$ cat src/rtl/seg7_pkg.sv
// Shared types and constants for the four-digit seven-segment scan controller.
// Segment words are active-low: {dp, g, f, e, d, c, b, a}.
package seg7_pkg;

    typedef enum logic [1:0] {
        IDLE  = 2'd0,
        BLANK = 2'd1,
        SHOW  = 2'd2
    } state_t;

    localparam logic [11:0] ALL_OFF = 12'hFFF;

    // Hex glyphs 0..F with dp off (bit 7 = 1).
    localparam logic [7:0] SEG_LUT [16] = '{
        8'hC0, 8'hF9, 8'hA4, 8'hB0, 8'h99, 8'h92, 8'h82, 8'hF8,
        8'h80, 8'h90, 8'h88, 8'h83, 8'hC6, 8'hA1, 8'h86, 8'h8E
    };

    function automatic logic [3:0] anode_onehot(input logic [1:0] idx);
        return ~(4'b0001 << idx);
    endfunction

endpackage

$ cat src/rtl/seg7_hex_decode.sv
// Combinational nibble-to-segment decoder with decimal point and blanking.
// A blanked digit keeps its dp so suppressed leading zeros can still carry a point.
module seg7_hex_decode
    import seg7_pkg::*;
(
    input  logic [3:0] nibble,
    input  logic       dp,
    input  logic       blank,
    output logic [7:0] seg
);

    logic [7:0] glyph_s;

    // Look up the glyph, then apply blanking and the active-low dp.
    always_comb begin
        glyph_s = SEG_LUT[nibble];
        if (blank) begin
            seg = {~dp, 7'h7F};
        end else begin
            seg = {~dp, glyph_s[6:0]};
        end
    end

endmodule

$ cat src/rtl/seg7_scan_ctrl.sv
// Four-digit common-anode display scanner with double-buffered value,
// inter-digit blanking and tear-free frame-boundary updates.
module seg7_scan_ctrl
    import seg7_pkg::*;
#(
    parameter int SCAN_DIV  = 100000,
    parameter int BLANK_CYC = 1000
) (
    input  logic        clk,
    input  logic        reset,
    input  logic        enable,
    input  logic        wr_en,
    input  logic [15:0] wr_data,
    input  logic [3:0]  wr_dp,
    input  logic        wr_lzs,
    output logic [11:0] o_data,
    output logic [1:0]  digit_idx,
    output logic        frame_done
);

    localparam int CNT_MAX = (SCAN_DIV > BLANK_CYC) ? SCAN_DIV : BLANK_CYC;
    localparam int CNT_W   = $clog2(CNT_MAX);
    localparam logic [CNT_W-1:0] SHOW_LAST  = CNT_W'(SCAN_DIV - 1);
    localparam logic [CNT_W-1:0] BLANK_LAST = CNT_W'(BLANK_CYC - 1);

    state_t           state_r;
    state_t           state_nxt_s;
    logic [CNT_W-1:0] cnt_r;
    logic [CNT_W-1:0] cnt_nxt_s;
    logic [1:0]       idx_r;
    logic [1:0]       idx_nxt_s;
    logic             done_nxt_s;

    logic [15:0]      shadow_data_r;
    logic [3:0]       shadow_dp_r;
    logic             shadow_lzs_r;
    logic [15:0]      act_data_r;
    logic [3:0]       act_dp_r;
    logic             act_lzs_r;

    logic [3:0]       nibble_s;
    logic             dp_s;
    logic             lz_s;
    logic [7:0]       seg_s;
    logic [11:0]      o_data_nxt_s;

    // Next-state, counter and digit index; enable low overrides everything.
    always_comb begin
        state_nxt_s = state_r;
        cnt_nxt_s   = cnt_r + 1'b1;
        idx_nxt_s   = idx_r;
        done_nxt_s  = 1'b0;
        if (!enable) begin
            state_nxt_s = IDLE;
            cnt_nxt_s   = '0;
            idx_nxt_s   = 2'd0;
        end else begin
            case (state_r)
                IDLE: begin
                    state_nxt_s = BLANK;
                    cnt_nxt_s   = '0;
                    idx_nxt_s   = 2'd0;
                end
                BLANK: begin
                    if (cnt_r == BLANK_LAST) begin
                        state_nxt_s = SHOW;
                        cnt_nxt_s   = '0;
                    end else begin
                        cnt_nxt_s   = cnt_r + 1'b1;
                    end
                end
                SHOW: begin
                    if (cnt_r == SHOW_LAST) begin
                        state_nxt_s = BLANK;
                        cnt_nxt_s   = '0;
                        idx_nxt_s   = idx_r + 2'd1;
                        done_nxt_s  = (idx_r == 2'd3);
                    end else begin
                        cnt_nxt_s   = cnt_r + 1'b1;
                    end
                end
                default: begin
                    state_nxt_s = IDLE;
                    cnt_nxt_s   = '0;
                    idx_nxt_s   = 2'd0;
                end
            endcase
        end
    end

    // Digit lit next: its nibble, dp and leading-zero blanking.
    always_comb begin
        nibble_s = act_data_r[{idx_nxt_s, 2'b00} +: 4];
        dp_s     = act_dp_r[idx_nxt_s];
        case (idx_nxt_s)
            2'd3:    lz_s = act_lzs_r && (act_data_r[15:12] == 4'h0);
            2'd2:    lz_s = act_lzs_r && (act_data_r[15:8] == 8'h00);
            2'd1:    lz_s = act_lzs_r && (act_data_r[15:4] == 12'h000);
            default: lz_s = 1'b0;
        endcase
    end

    seg7_hex_decode u_decode (
        .nibble (nibble_s),
        .dp     (dp_s),
        .blank  (lz_s),
        .seg    (seg_s)
    );

    // Display word for the upcoming state, so the output register tracks the state register.
    always_comb begin
        if (state_nxt_s == SHOW) begin
            o_data_nxt_s = {anode_onehot(idx_nxt_s), seg_s};
        end else begin
            o_data_nxt_s = ALL_OFF;
        end
    end

    // Scan FSM with registered display outputs.
    always_ff @(posedge clk or negedge reset) begin
        if (!reset) begin
            state_r    <= IDLE;
            cnt_r      <= '0;
            idx_r      <= 2'd0;
            o_data     <= ALL_OFF;
            frame_done <= 1'b0;
        end else begin
            state_r    <= state_nxt_s;
            cnt_r      <= cnt_nxt_s;
            idx_r      <= idx_nxt_s;
            o_data     <= o_data_nxt_s;
            frame_done <= done_nxt_s;
        end
    end

    // Shadow takes every write; active only changes as a frame ends, with write-through on that cycle.
    always_ff @(posedge clk or negedge reset) begin
        if (!reset) begin
            shadow_data_r <= 16'h0000;
            shadow_dp_r   <= 4'h0;
            shadow_lzs_r  <= 1'b0;
            act_data_r    <= 16'h0000;
            act_dp_r      <= 4'h0;
            act_lzs_r     <= 1'b0;
        end else begin
            if (wr_en) begin
                shadow_data_r <= wr_data;
                shadow_dp_r   <= wr_dp;
                shadow_lzs_r  <= wr_lzs;
            end else begin
                shadow_data_r <= shadow_data_r;
                shadow_dp_r   <= shadow_dp_r;
                shadow_lzs_r  <= shadow_lzs_r;
            end
            if (done_nxt_s && wr_en) begin
                act_data_r <= wr_data;
                act_dp_r   <= wr_dp;
                act_lzs_r  <= wr_lzs;
            end else if (done_nxt_s) begin
                act_data_r <= shadow_data_r;
                act_dp_r   <= shadow_dp_r;
                act_lzs_r  <= shadow_lzs_r;
            end else begin
                act_data_r <= act_data_r;
                act_dp_r   <= act_dp_r;
                act_lzs_r  <= act_lzs_r;
            end
        end
    end

    assign digit_idx = idx_r;

endmodule

$ cat config.mk
export PLATFORM = sky130hd
export DESIGN_NAME = seg7_scan_ctrl
export DESIGN_NICKNAME = d
export VERILOG_FILES = /design/src/rtl/seg7_pkg.sv /design/src/rtl/seg7_hex_decode.sv /design/src/rtl/seg7_scan_ctrl.sv
export SDC_FILE = /design/constraint.sdc
export NUM_CORES = 1
export LEC_CHECK = 0
export ABC_AREA = 1
export CORE_AREA = 2 2 92 94
export DETAILED_ROUTE_END_ITERATION = 7
export DIE_AREA = 0 0 94 96
export PLACE_DENSITY = 0.71
export SYNTH_ARGS = -nofsm -noshare
export SYNTH_HDL_FRONTEND = slang
export SYNTH_HIERARCHICAL = 1
export SYNTH_SLANG_ARGS = --single-unit
$ cat constraint.sdc
create_clock -name clk -period 3.6 [get_ports clk]
set_clock_uncertainty 0.2 [all_clocks]
set_input_delay 1.08 -clock clk [delete_from_list [all_inputs] [get_ports clk]]
set_output_delay 1.08 -clock clk [all_outputs]
set_load 0.05 [all_outputs]
# [Word-level counts from Yosys, hierarchy flattened]
# Memory sizes are Yosys's and may differ from the RTL's.
# Cells that the tools add are included.
# Widths: inputs -> output; s select.
[totals] output_inout_bits=15 latchBits=0 memories=1 mem_bits_ro=128 reg_bits=76 mem_bits_rw=0 elab_cells=66
[op_classes] n_mux=27 n_reduce_logical=9 eq_ne=9 n_shift=2 mul=0 addsub=2 magnitude_cmp=2 bitwise_logic=3 div_mod_pow=0
[memory_table] memory="(name not given)" words=16 width=8 rd=1 rd_ports_with_merged_regs=0 write_ports=0 line="seg7_hex_decode.sv:16" source="glyph_s = SEG_LUT[nibble];"
[op_table] op="$mux 17" count=3
[op_table] op="$pmux 17 s2" count=1
[op_table] op="$mux 16" count=2
[op_table] op="$mux 7" count=3
[op_table] op="$add 17x1->17 const B" count=1
[op_table] op="$eq 17x10->1 const B" count=1
[op_table] op="$eq 17x17->1 const B" count=1
[op_table] op="$shiftx 16x5->4" count=1
[op_table] op="$logic_not 12->1" count=1
[op_table] op="$mux 12" count=1
[op_table] op="$eq 2x2->1 const B" count=5
[op_table] op="$mux 2" count=5
[op_table] op="$logic_not 8->1" count=1
[op_table] op="$mux 4" count=2
[op_table] op="$mux 1" count=6
[op_table] op="$pmux 2 s3" count=1
[op_table] op="$ge 5x5->1 const B" count=1
[op_table] op="$not 4->5" count=1
[op_table] op="$eq 2x1->1 const B" count=2
[op_table] op="$logic_and 1x1->1" count=4
[op_table] op="$logic_not 4->1" count=1
[op_table] op="$not 4->4" count=1
[op_table] op="$pmux 2 s2" count=1
[op_table] op="$shl 1x2->4 const A" count=1
[op_table] op="7 further kinds" count=7

# [Depth between registers and ports, before layout]
[depth] depth_word=11 depth_mapped=21

# [Hierarchy]
# Netlist, hierarchy kept.
[modules_own_cells] module="seg7_scan_ctrl" cells_per_inst=448 instances=1 area_each_um2=3608.5 seq_area_each_um2=1916.8
[modules_own_cells] module="seg7_hex_decode" cells_per_inst=52 instances=1 area_each_um2=296.5 seq_area_each_um2=0.0

# [Least setup slack after synthesis]
# No wires, ideal clock.
[synth_path] path_type="input to register" start="input enable" end="register o_data[3]" cell_stages=14 path_slack_ns=0.829 arrival_time_ns=2.488 setup_ns=0.084 path_cell_list="nand2_1 a21oi_1 nand2_1 buf_4 nand2_1 nand3_1 nand2_1 inv_1 ha_1 nand2_1 nand3_1 nand3_1 inv_1 nand3_1"
[synth_between] elab_chain_len=8
[synth_lines] item="from (decl)" line="seg7_scan_ctrl.sv:11" source="input logic enable,"
[synth_lines] item="$mux 2" line="seg7_scan_ctrl.sv:53" source="if (!enable) begin"
[synth_lines] item="$shiftx 16x5->4" line="seg7_scan_ctrl.sv:93" source="nibble_s = act_data_r[{idx_nxt_s, 2'b00} +: 4];"
[synth_lines] item="net nibble_s[1]" line="seg7_scan_ctrl.sv:41" source="logic [3:0] nibble_s;"
[synth_lines] item="$not 4->5 (implied by the code)" line="seg7_hex_decode.sv:16"
[synth_lines] item="$mem_v2 16x8"
[synth_lines] item="$mux 7 (implied by the code) (2 in a row)" line="seg7_hex_decode.sv:16"
[synth_lines] item="$mux 7" line="seg7_hex_decode.sv:17" source="if (blank) begin"
[synth_lines] item="net seg_s[3]" line="seg7_scan_ctrl.sv:44" source="logic [7:0] seg_s;"
[synth_lines] item="$mux 12" line="seg7_scan_ctrl.sv:112" source="if (state_nxt_s == SHOW) begin"
[synth_lines] item="net o_data_nxt_s[3]" line="seg7_scan_ctrl.sv:45" source="logic [11:0] o_data_nxt_s;"
[synth_lines] item="to (signal assigned)" line="seg7_scan_ctrl.sv:131" source="o_data <= o_data_nxt_s;"
[synth_lines] item="to (decl)" line="seg7_scan_ctrl.sv:16" source="output logic [11:0] o_data,"
# The timed path passes the listed nets, and every way through them passes these cells. The select of a mux whose other input is x is not followed.
# A chain may end at the register's enable or synchronous reset.

# [Final worst setup path]
# Same ends and word-level chain as after synthesis.

==> summary.md <==
| Metric | Value |
|---|---|
| Status | finished, final reports clean |
| Full die area | around 0.0090 mm² |
| I/O Buffers | 39 |
| Mapped cell area | 0.00390 mm² |
| Lkg Pwr | 2.33 nW |
| Initial DRC Count | approximately 170 |
| Final non-filler cell area | 0.00464 mm² |
| Core area | approximately 0.0081 mm² |
| Nets | 584 |
| DRC viols | 0 |
| Clock buffer depth | 2 |
| Post_cts resized | 0 |
| Worst-path clk slew | 0.08 ns |
| Post-Synth Adder-Cell Area | 5.45% |
| Cells after synthesis | 500 |
| Comb power frac | 5.3% |
| Final ANT Viol Nets | 0 |
| Total grt overflow | 0 |
| Clk pwr share | 44.1% |
| Placer congestion estimate | between 1 and 1.5 |
| Final core occ | ~58% |
| Via Count | 3231 |
| Critical-path cell list | clkdlybuf4s50_1, nand2_1, a21oi_1, nand2_1, nand2_1, nand3_1, nand2_1, inv_1, ha_1, nand2_1, nand3_1, nand3_1, inv_1, nand3_1 |
| Synthesized Nets | 542 |
| Largest family of logic cells by synthesized area | simple AND/OR/NAND/NOR gates |
| Yosys cell types | 33 |
| Root Buffer | clkbuf_8 |
| CP endpoint kind | flop |
| Worst Hold Class | flop to flop |
| Synth-to-layout area growth | 18.8% |
| N_diodes | 0 |
| GRT Util Overall | 19.0% |
| Initial antenna violation count | 0 |
| # setup viols final | 0 |
| Die height | 96 µm |
| # IOs | 40 |
| Most used cell, CP | nand2_1 |
| Maximum vdd ir drop | 0.000201 V |
| WS Path Type | input port to flop |
| Smallest hold slack | around 0.26 ns |
| Reg2Reg Setup Slack | 0.55 ns |
| Unrepaired setup endpoints after global routing | no |
| Tmin final | 3.28 ns |
| WL/cell | 11.5 µm |
| Sequential power share | between 50 and 60% |
| First-pass DRT Iterations | 4 |
| Routed WL | 7490 µm |
| Placed wire-length estimate | between 5000 and 6000 µm |
| Row cnt | 33 |
| Worst Path Arrival | 3.32 ns |
| Post-DP Area | 0.00440 mm² |
| Critical path buffers and inverters | 3 |
| First-pass GRT wire length | about 14000 µm |
| Max-Cap Viols | 0 |
| Final std cells w/o fill | 652 |
| Synthesized area per cell | about 8 µm² |
| Worst-margin pin slew | 0.779 ns |
| Power density cells | 377 mW/mm² |
| Clock Latency Late Sink | 0.34 ns |
| Multiplexer share of the synthesized area | 0% |
| Initial core utilization | 48.5% |
| Largest net degree at the start of global routing | 77 |
| CP max stage delay | 0.51 ns |
| Slew Viols, Final | 0 |
| Pwr Total | 1.75 mW |
| Post-Synth Simple-Gate Area | 33.0% |
| Sw Share | 21.3% |
| TritonCTS clock tree | built |
| Psw | around 0.37 mW |
| Critical path's slowest cell | clkdlybuf4s50_1 |
| Count of final hold-check violations | 0 |
| Ys Warns | 6 |
| Htree depth | 3 |
| Post-synthesis xor/xnor area fraction | 1.35% |
| Fillers | 726 |
| Max Clk Rate | 0.305 GHz |
| Slew margin rel. | a little under half |
| Top fanout value on the critical path | 10 |
| P_int | 1.38 mW |
| Final cycle utilization of the critical path | about nine tenths |
| CP top delay family | simple AND/OR/NAND/NOR gates |
| WP data required | approximately 3.6 ns |
| Startpoint type of the worst setup path | input port |
| Sequential-to-total area share from yosys stat | 49.1% |
| Share of layout cells above drive strength 1 | 8.96% |
| Vias in the first global route | approximately 3.2k |
| CTS Sinks | 76 |
| Num CTS Buffers | 9 |
| Complex-gate fraction of the synthesized area | 2.31% |
| Die width | 94 µm |
| Register bit total from synthesis | 76 |
| DR vias/cell | about 5.0 |
| # hold bufs at CTS | 0 |
| Placed Cells | between 600 and 700 |
| Setup Buffers After CTS | 0 |
worst paths after layout:
| path | startpoint | end | cells after the start |
|---|---|---|---|
| max in group asynchronous | reset | o_data[10] | 2 |
| setup reg to reg | cnt_r[12] | o_data[3] | 16 |
| hold reg to reg | cnt_r[0] | cnt_r[0] | 1 |
| hold / removal | cnt_r[0] | cnt_r[0] | 1 |
| min in group asynchronous | reset | cnt_r[9] | 2 |
| setup / recovery | enable | o_data[3] | 14 |
cells in the final DEF, fill, tap and decap left out, types with 2 or more instances in the layout:
| master | synthesis | layout |
|---|---|---|
| nor3b_1 | 2 | 2 |
| clkbuf_8 | 0 | 9 |
| o21ai_0 | 2 | 2 |
| inv_2 | 3 | 3 |
| o21ai_2 | 2 | 2 |
| nor4_1 | 2 | 2 |
| dfrtp_1 | 64 | 64 |
| dfstp_2 | 12 | 12 |
| nand3_1 | 59 | 59 |
| a21oi_1 | 4 | 4 |
| nand4_1 | 8 | 8 |
| nor3_2 | 2 | 2 |
| nor3_1 | 6 | 6 |
| nand2_1 | 187 | 187 |
| bufinv_16 | 0 | 3 |
| clkinv_4 | 0 | 2 |
| ha_1 | 17 | 17 |
| nand2_2 | 2 | 2 |
| buf_4 | 4 | 7 |
| inv_1 | 63 | 63 |
| clkdlybuf4s50_1 | 0 | 38 |
| xor2_1 | 5 | 5 |
| nor2_1 | 34 | 34 |
metal layers:
| metal | share of wire, % | vias to the layer above | track usage (%) |
|---|---|---|---|
| met3 | 4.8 | 14 | 3.05 |
| met2 | 47 | 92 | 33.2 |
| li1 | - | 1635 | - |
| met1 | 46 | 1490 | 23.7 |
| met4 | 1.9 | 0 | 7.61 |
| met5 | 0 | - | 0 |
kinds of logic after synthesis:
group,Yosys count
compound gates,14
xor+xnor,6
fa+ha+maj,17
buf+inv,82
flops,76
simple gates,305
synthesized netlist by cell type:
| cell type | number | area share (%) |
|---|---|---|
| nand3_1 | 59 | 7.6 |
| clkbuf_1 | 4 | 0.38 |
| nor2_1 | 34 | 3.3 |
| nor4_1 | 2 | 0.32 |
| nand2_1 | 187 | 18 |
| o21ai_0 | 2 | 0.26 |
| buf_2 | 4 | 0.51 |
| nand2_2 | 2 | 0.32 |
| dfstp_2 | 12 | 8.1 |
| inv_2 | 3 | 0.29 |
| o21ai_2 | 2 | 0.45 |
| a21oi_1 | 4 | 0.51 |
| a21oi_2 | 1 | 0.22 |
| buf_6 | 2 | 0.58 |
| inv_1 | 63 | 6.1 |
| nor3b_2 | 1 | 0.32 |
| dfrtp_1 | 64 | 41 |
| o21bai_1 | 1 | 0.19 |
| nor2_2 | 1 | 0.16 |
| a31oi_1 | 1 | 0.16 |
| or2_2 | 1 | 0.16 |
| o32ai_1 | 1 | 0.22 |
| o21ai_1 | 1 | 0.13 |
| xnor2_1 | 1 | 0.22 |
| nand4_1 | 8 | 1.3 |
| nor3_2 | 2 | 0.51 |
| ha_1 | 17 | 5.4 |
| xor2_1 | 5 | 1.1 |
| buf_1 | 2 | 0.19 |
| nor3_1 | 6 | 0.77 |
| o22ai_1 | 1 | 0.16 |
| buf_4 | 4 | 0.77 |
| nor3b_1 | 2 | 0.38 |
final cells by class:
class	count	area [µm²]	share of cell area [%]
timing repair buffer	47	458	9.87
clock inverter	6	113	2.43
sequential	76	1920	41.3
tap	105	131	2.83
multi-input combinational	342	1650	35.5
clock buffer	10	128	2.75
inverter	66	248	5.34
through the flow:
stage / setup slack, ns / TNS (ns)
after global routing: 0.00384 / 0
after detailed placement: -0.0273 / -0.0543
after CTS: 0.326 / 0
after floorplan: 0.829 / 0
after global placement: 0.0950 / 0
final: 0.316 / 0
registers in the layout, summed over array words and instances, names as in the netlist:
| name | cells |
|---|---|
| cnt_r | 17 |
| act_data_r | 16 |
| shadow_data_r | 16 |
| o_data | 12 |
| act_dp_r | 4 |
| shadow_dp_r | 4 |
| digit_idx | 2 |
| state_r | 2 |
| act_lzs_r | 1 |
| frame_done | 1 |
| shadow_lzs_r | 1 |
power by group through the flow:
| stage | logic (mW) | clock network (mW) | registers (mW) |
|---|---|---|---|
| CTS | 0.0964 | 0.790 | 0.883 |
| finish | 0.0933 | 0.772 | 0.883 |
| detailed placement | 0.0958 | 0 | 0.899 |
| global placement | 0.0939 | 0 | 0.898 |
| global route | 0.109 | 0.831 | 0.885 |
| floorplan | 0.0422 | 0 | 0.897 |
(Power assumes the default switching activity.)
